`src/rtl/proc_out_fifo_pkg.sv`:
```
//==============================================================================
// Module      : proc_out_fifo_pkg
// Description : Shared helpers for the processor output FIFO. The package
//               provides a width function that never returns less than one
//               bit, so that a single-address port still gets a real address
//               bus.
// Revision    : 1.0 - initial release
//==============================================================================
`default_nettype none

package proc_out_fifo_pkg;

   // Returns ceil(log2(n)), with a minimum of 1 bit.
   function automatic int addr_width(input int n);
      return (n > 1) ? $clog2(n) : 1;
   endfunction

endpackage

`default_nettype wire

```
`src/rtl/proc_out_fifo_ram.sv`:
```
//==============================================================================
// Module      : fifo_ram
// Description : Simple dual-port RAM with a synchronous write port and a
//               synchronous, registered read port. When the read and write
//               addresses match in the same cycle, the read returns the data
//               being written (write-first).
// Ports       : clk      - clock, rising edge
//               rst      - asynchronous active-low reset (read register only)
//               i_we     - write enable
//               i_waddr  - write address
//               i_wdata  - write data
//               i_raddr  - read address, sampled every cycle
//               o_rdata  - registered read data
// Revision    : 1.0 - initial release
//==============================================================================
`default_nettype none

module fifo_ram
   import proc_out_fifo_pkg::*;
#(
   parameter  int NADDRE = 8,
   parameter  int NBDATA = 17,
   localparam int NBA    = addr_width(NADDRE)
)(
   input  logic              clk,
   input  logic              rst,
   input  logic              i_we,
   input  logic [NBA-1:0]    i_waddr,
   input  logic [NBDATA-1:0] i_wdata,
   input  logic [NBA-1:0]    i_raddr,
   output logic [NBDATA-1:0] o_rdata
);

   logic [NBDATA-1:0] r_mem [NADDRE];
   logic [NBDATA-1:0] r_rdata;

   // Storage is not reset; its contents are don't-care until written.
   always_ff @(posedge clk) begin
      if (i_we) begin
         r_mem[i_waddr] <= i_wdata;
      end
   end

   // Write-first forwarding lets an entry written into an empty FIFO be
   // presented on the very next cycle.
   always_ff @(posedge clk or negedge rst) begin
      if (!rst) begin
         r_rdata <= '0;
      end else if (i_we && (i_waddr == i_raddr)) begin
         r_rdata <= i_wdata;
      end else begin
         r_rdata <= r_mem[i_raddr];
      end
   end

   assign o_rdata = r_rdata;

endmodule

`default_nettype wire

```
`src/rtl/proc_out_fifo.sv`:
```
//==============================================================================
// Module      : proc_out_fifo
// Description : Output-port buffer placed after the processor output bus.
//               Every out_en write is captured as an {address, data} entry in
//               a circular FIFO. Entries drain to a consumer over valid/ready
//               in strict write order. All outputs are registered
//               (show-ahead).
// Ports       : clk      - clock, rising edge
//               rst      - asynchronous active-low reset
//               out_en   - processor output strobe, one write per high cycle
//               addr_out - processor output address, sampled with out_en
//               io_out   - processor output data, sampled with out_en
//               m_valid  - head entry available
//               m_ready  - consumer accepts the head when m_valid && m_ready
//               m_addr   - head entry address
//               m_data   - head entry data
//               full     - occupancy equals FDEPTH
//               count    - occupancy, 0..FDEPTH
//               ovf      - sticky: a write was dropped while full
//               ovf_clr  - synchronous clear of ovf (a new drop wins)
// Revision    : 1.0 - initial release
//==============================================================================
`default_nettype none

module proc_out_fifo
   import proc_out_fifo_pkg::*;
#(
   parameter  int NUBITS = 16,
   parameter  int NUIOOU = 2,
   parameter  int FDEPTH = 8,
   localparam int NBADDR = addr_width(NUIOOU),
   localparam int FDEPW  = $clog2(FDEPTH)
)(
   input  logic              clk,
   input  logic              rst,
   input  logic              out_en,
   input  logic [NBADDR-1:0] addr_out,
   input  logic [NUBITS-1:0] io_out,
   output logic              m_valid,
   input  logic              m_ready,
   output logic [NBADDR-1:0] m_addr,
   output logic [NUBITS-1:0] m_data,
   output logic              full,
   output logic [FDEPW:0]    count,
   output logic              ovf,
   input  logic              ovf_clr
);

   localparam int             NBENTRY = NBADDR + NUBITS;
   localparam logic [FDEPW:0] C_FULL  = (FDEPW+1)'(FDEPTH);

   logic [FDEPW-1:0]   r_wptr;
   logic [FDEPW-1:0]   r_rptr;
   logic [FDEPW:0]     r_count;
   logic               r_valid;
   logic               r_full;
   logic               r_ovf;

   logic               w_pop;
   logic               w_push;
   logic               w_drop;
   logic [FDEPW:0]     w_count_nxt;
   logic [FDEPW-1:0]   w_raddr;
   logic [NBENTRY-1:0] w_rdata;

   assign w_pop  = r_valid && m_ready;
   // A full FIFO still accepts a write when the head leaves in the same cycle.
   assign w_push = out_en && (!r_full || w_pop);
   assign w_drop = out_en && !w_push;

   always_comb begin
      w_count_nxt = r_count;
      case ({w_push, w_pop})
         2'b10:   w_count_nxt = r_count + 1'b1;
         2'b01:   w_count_nxt = r_count - 1'b1;
         default: w_count_nxt = r_count;
      endcase
   end

   // Look ahead to the next head so the registered RAM output already holds
   // it on the cycle after a pop.
   assign w_raddr = r_rptr + FDEPW'(w_pop);

   fifo_ram #(
      .NADDRE (FDEPTH),
      .NBDATA (NBENTRY)
   ) u_ram (
      .clk     (clk),
      .rst     (rst),
      .i_we    (w_push),
      .i_waddr (r_wptr),
      .i_wdata ({addr_out, io_out}),
      .i_raddr (w_raddr),
      .o_rdata (w_rdata)
   );

   always_ff @(posedge clk or negedge rst) begin
      if (!rst) begin
         r_wptr  <= '0;
         r_rptr  <= '0;
         r_count <= '0;
         r_valid <= 1'b0;
         r_full  <= 1'b0;
         r_ovf   <= 1'b0;
      end else begin
         if (w_push) begin
            r_wptr <= r_wptr + 1'b1;
         end
         if (w_pop) begin
            r_rptr <= r_rptr + 1'b1;
         end
         r_count <= w_count_nxt;
         r_valid <= (w_count_nxt != '0);
         r_full  <= (w_count_nxt == C_FULL);
         if (w_drop) begin
            r_ovf <= 1'b1;
         end else if (ovf_clr) begin
            r_ovf <= 1'b0;
         end
      end
   end

   assign m_valid          = r_valid;
   assign {m_addr, m_data} = w_rdata;
   assign full             = r_full;
   assign count            = r_count;
   assign ovf              = r_ovf;

endmodule

`default_nettype wire

```
`config.mk`:
```
export PLATFORM = sky130hd
export DESIGN_NAME = proc_out_fifo
export DESIGN_NICKNAME = d
export VERILOG_FILES = /design/src/rtl/proc_out_fifo_pkg.sv /design/src/rtl/proc_out_fifo_ram.sv /design/src/rtl/proc_out_fifo.sv
export SDC_FILE = /design/constraint.sdc
export NUM_CORES = 1
export LEC_CHECK = 0
export CAP_MARGIN = 20
export CORE_ASPECT_RATIO = 0.75
export CORE_MARGIN = 5
export CORE_UTILIZATION = 63
export CTS_CLUSTER_SIZE = 28
export DETAILED_ROUTE_END_ITERATION = 16
export PLACE_DENSITY = 0.85
export SYNTH_ARGS = -nofsm -noshare
export SYNTH_HDL_FRONTEND = slang
export SYNTH_SLANG_ARGS = --single-unit
```
`constraint.sdc`:
```
create_clock -name clk -period 7.6 [get_ports clk]
set_input_delay 1.14 -clock clk [delete_from_list [all_inputs] [get_ports clk]]
set_output_delay 1.14 -clock clk [all_outputs]
set_load 0.005 [all_outputs]
```
== Yosys cells after proc, flatten, opt, wreduce, memory -nomap -nowiden ==
Memory sizes are Yosys's and may differ from the RTL's. A register that Yosys moved wholly into a read port is not among the register bits.
Cells that the tools add are included.
W data, S select, Z words.

* Register bits after elaboration: 13
* Bits in latches: 0
* Memory bits (writable): 136
* Memory bits (read-only): 0
* Bits of input ports: 22
* Word-level logic and storage cells: 29
* Memories: 1

* Add/sub/neg operators: 5
* $mul: 0
* Divide/modulo/power cells: 0
* $lt $le $gt $ge: 0
* Equal/unequal tests: 3
* Shift-type cells: 0
* Mux-type cells: 5
* Bitwise logic cells: 0
* Reduce and logical (&&, ||, !) cells: 9

{| class="wikitable"
|+ Memories
! memory !! depth !! width !! read ports !! clocked after Yosys merged registers in !! wr ports !! RTL line !! source
|-
| u_ram.r_mem || 8 || 17 || 1 || 1 || 1 || proc_out_fifo_ram.sv:34 || <nowiki>logic [NBDATA-1:0] r_mem [NADDRE];</nowiki>
|}

{| class="wikitable"
|+ Operators with widths
! kind !! number
|-
| $pmux W4 S2 || 1
|-
| $add A3 B1 Y3 const B || 2
|-
| $add A4 B1 Y4 const B || 1
|-
| $eq A4 B4 Y1 const B || 1
|-
| $mux W1 || 4
|-
| $reduce_bool A4 Y1 || 1
|-
| $sub A4 B1 Y4 const B || 1
|-
| $add A3 B1 Y3 || 1
|-
| $logic_and A1 B1 Y1 || 3
|-
| $logic_not A1 Y1 || 3
|-
| $eq A2 B1 Y1 const B || 1
|-
| $eq A2 B2 Y1 const B || 1
|-
| $reduce_bool A2 Y1 || 1
|-
| $logic_or A1 B1 Y1 || 1
|}

== Depth between registers and ports, before layout ==
* Word-level depth: 6
* Depth in mapped cells: 10
* Mapped depth without buffers: 10

== Hierarchy ==
A second synthesis with hierarchy kept.

* Cells, all modules: 311
* Area, all modules: 6628.9 sq um

{| class="wikitable"
|+ By module, submodules not included
! module !! times used !! cells each !! area each (sq um) !! seq. area each (sq um)
|-
| fifo_ram || 1 || 249 || 5920.7 || 4509.3
|-
| proc_out_fifo || 1 || 62 || 708.2 || 325.3
|}

== Worst setup path before layout ==
Ideal clock, no wire load.

* Kind: input port to flip-flop
* Start: input m_ready
* End: memory u_ram.r_mem[0][0], enable pin
* Library setup time: 0.435 ns
* Arrival: 3.194 ns
* Data required time: 7.165 ns
* Slack: 3.971 ns
* Stages on the path: 4
* Path through: nand2_2 > a21boi_4 > inv_4 > nor4_1

* Word-level cells in the longest chain between the ends: 5

{| class="wikitable"
|+ RTL lines
! what !! RTL line !! source
|-
| start, declared || proc_out_fifo.sv:40 || <nowiki>input logic m_ready,</nowiki>
|-
| $logic_and A1 B1 Y1 || proc_out_fifo.sv:66 || <nowiki>assign w_pop = r_valid && m_ready;</nowiki>
|-
| $logic_or A1 B1 Y1 || proc_out_fifo.sv:68 || <nowiki>assign w_push = out_en && (!r_full || w_pop);</nowiki>
|-
| $logic_and A1 B1 Y1 || proc_out_fifo.sv:68 ||
|-
| $mux W1 || proc_out_fifo_ram.sv:39 || <nowiki>if (i_we) begin</nowiki>
|-
| $mux W1 (implied by the code) || proc_out_fifo_ram.sv:40 || <nowiki>r_mem[i_waddr] <= i_wdata;</nowiki>
|-
| end, declared || proc_out_fifo_ram.sv:34 ||
|}

Every way passes these cells.

== Worst setup path after layout ==
* Start: input m_ready
* End: register u_ram.r_rdata[5], in the netlist u_ram.o_rdata[5] (read register of u_ram.r_mem)

* Word-level cells in the longest chain between the ends: 2

{| class="wikitable"
|+ RTL lines
! what !! RTL line !! source
|-
| $logic_and A1 B1 Y1 || proc_out_fifo.sv:66 ||
|-
| via w_pop || proc_out_fifo.sv:59 || <nowiki>logic w_pop;</nowiki>
|-
| $add A3 B1 Y3 || proc_out_fifo.sv:82 || <nowiki>assign w_raddr = r_rptr + FDEPW'(w_pop);</nowiki>
|-
| end, declared || proc_out_fifo_ram.sv:35 || <nowiki>logic [NBDATA-1:0] r_rdata;</nowiki>
|}

The timed path passes the listed nets, and every way through them passes these cells.
A chain may end at the register's enable or synchronous reset.

==> flow_metrics.py <==
metrics = {
    "route": {
        "viasPerCell": 5.93,
        "vias": 3096,
        "routed_wl_mm": 12.0,
        "dr.pass1.iters": 4,
        "remaining_drc_errors": 0,
        "routedWlPerCell_um": 23.0,
        "first_iter_violations": 285,
        "ant_nets": 0,
    },
    "grt": {
        "overflow": 0,
        "gr-usage-all-layers_pct": 20.7,
        "grt_max_degree": 36,
        "grt_busiest_layer": "met2",
        "grt_pass1_vias": 3331,
        "met1_usage_pct": 27.3,
        "antenna_found_initial": 0,
        "grt_use_met3_pct": 5.31,
        "grt_pass1_wl_mm": 18.8,
        "met2_usage_pct": 33.7,
    },
    "timing": {
        "max_freq_mhz": 233,
        "period_share_pct": 56.6,
        "relSlewSlack_pct": 35.1,
        "setup-tns-final_ps": 0,
        "tightest_slew_ps": 974,
        "finalHoldViolCount": 0,
        "skew_ps": 7.76,
        "rsz0062_at_grt": "no",
        "worst_slack_ps": 3300,
        "fin_crit_ps": 4300,
        "setup_violations": 0,
        "slew_viol_final": 0,
    },
    "synth": {
        "synthCells": 311,
        "synth_area_sq_um": 6630,
        "ys_types": 35,
        "synth.top_cell.area_share_pct": 61.6,
        "synth.most_common_cell": "edfxtp_1",
        "synth_edf_count": 136,
        "synthFlopType": "edfxtp_1",
        "yosys.area.top_type": "edfxtp_1",
        "synthArstFlopShare_pct": 18.1,
        "syn_nets": 340,
        "yosys_warnings": 0,
        "synth_area_per_cell_sq_um": 21.3,
        "synthTopCellsByArea": "edfxtp_1, mux4_2, dfrtp_1, mux2_2, ha_1",
        "synthTopCellsByCount": "edfxtp_1, mux2_2, mux4_2, dfrtp_1, nand2_1",
        "ys_ff_latch": 166,
        "ys_seq_area_share_pct": 73.0,
    },
    "final_layout": {
        "n_antenna_cell": 0,
        "drive_above_1_share_pct": 31.9,
        "fin_nets": 402,
        "final_util_pct": 75.8,
        "area_growth_pct": 17.7,
        "final_area_sq_um": 7800,
        "fillerInstances": 535,
    },
    "cts": {
        "cts_hold_buf": 0,
        "htree_levels": 4,
        "cts_resized": 0,
        "cts_made_buffers": 17,
        "clock_path_buffers": 2,
        "path_clk_slew_ps": 60,
        "clk_latency_ps": 410,
        "cts_setup_buffers": 0,
        "cts_tree": "built",
        "cts_root_buf": "clkbuf_16",
        "clkSinkCount": 166,
    },
    "floorplan": {
        "design.core.area_sq_um": 10300,
        "dieArea_sq_um": 12700,
        "die_y_um": 98.8,
        "rows": 32,
        "start_util_pct": 64.4,
        "chipWidth_um": 128,
        "io_pins": 46,
    },
    "critical_path": {
        "crit_required_ps": 7890,
        "critical_path_class": "in -> reg",
        "start_kind": "input pin",
        "cp_max_fo": 35,
        "arrival_ps": 4590,
        "endpoint_kind": "register",
    },
    "placement": {
        "hpwl_mm": 6.99,
        "pre_cts_slack_ps": 2890,
        "place_congestion": 0.698,
        "portBuffers": 45,
        "placed_area_sq_um": 7220,
    },
    "power": {
        "leakagePower_nw": 2.67,
        "ir_drop_mv": 0.313,
        "power.density_nw_per_um2": 437,
    },
    "run": {
        "maxCapViolCount": 0,
    },
    "run_status": {
        "status": "finished, final reports clean",
    },
    "hold_path": {
        "hp-class": "reg -> reg",
    },
}
-- cells by family after synthesis --
logic type	count (synthesis)	synth area share, %
fa+ha+maj	7	1.32
compound gates	9	1.17
buf+inv	17	2.34
flops	166	73.0
xor+xnor	12	1.98
mux	70	17.7
simple gates	30	2.55
-- routing by layer --
metal / vias up / part of all wire (%) / wire length (um)
met1: 1616 / 40 / 4770
met4: 0 / 0.42 / 50
li1: 1370 / - / -
met3: 4 / 7.1 / 850
met2: 106 / 53 / 6320
met5: - / 0 / 0
-- path summary, 6_finish.rpt --
kind,slack (ps),start,cells past startpoint,end
worst max-delay path,3300,m_ready,9,u_ram.o_rdata[5]
min in group asynchronous,1150,rst,2,u_ram.o_rdata[8]
worst min register to register,520,ovf,2,ovf
worst min-delay path,520,ovf,2,ovf
max in group asynchronous,6140,rst,2,u_ram.o_rdata[2]
worst max register to register,4050,m_valid,8,u_ram.o_rdata[5]
-- final cells by class --
class / count / area, sq um / area share [%]
sequential: 166 / 4830 / 62.0
timing repair buffer: 56 / 533 / 6.83
clock buffer: 23 / 478 / 6.13
clock inverter: 9 / 100 / 1.28
tap: 136 / 170 / 2.18
inverter: 4 / 17.5 / 0.225
multi-input combinational: 128 / 1670 / 21.4
-- critical path, stage by stage --
cell and delay [ps]:
clkdlybuf4s50_1 410, nand2_2 130, inv_1 110, ha_2 180, ha_2 970, xor2_1 270, nor4_4 660, buf_4 330
mux2_2 360
-- sequential cells by signal, summed over array words and instances (netlist names) --
| signal | cells |
|---|---|
| count | 4 |
| full | 1 |
| m_valid | 1 |
| ovf | 1 |
| r_rptr | 3 |
| r_wptr | 3 |
| u_ram.o_rdata | 17 |
| u_ram.r_mem | 136 |
-- power by group --
group	switching [mW]	internal (mW)
sequential	0.0943	1.19
clock	0.320	0.507
combinational	0.568	0.726
total	0.983	2.43
-- cells in the final DEF, fill, tap and decap left out, types with 2 or more instances in the layout --
cell type / n
edfxtp_1: 136
nor3_2: 4
clkinv_2: 5
xnor2_1: 6
bufinv_16: 2
clkbuf_16: 17
clkbuf_8: 3
inv_1: 3
o21ai_0: 2
nand2b_1: 3
nand3_1: 2
nand2_1: 8
dfrtp_1: 30
nor2_1: 5
clkinvlp_4: 2
mux2_2: 36
clkdlybuf4s50_1: 45
ha_2: 2
clkbuf_1: 3
ha_1: 5
mux4_2: 34
buf_4: 11
xor2_1: 4
-- stage by stage --
| step | hold WS [ps] | std cells | total power, mW |
|---|---|---|---|
| 2_1_floorplan | 479 | 311 | 2.28 |
| 3_3_place_gp | 512 | 490 | 2.55 |
| 3_5_place_dp | 518 | 490 | 2.61 |
| 4_1_cts | 526 | 522 | 3.45 |
| 5_1_grt | 545 | 522 | 3.59 |
| 6_report | 524 | 522 | 3.41 |
No activity file was read; power rests on OpenSTA's default activity.
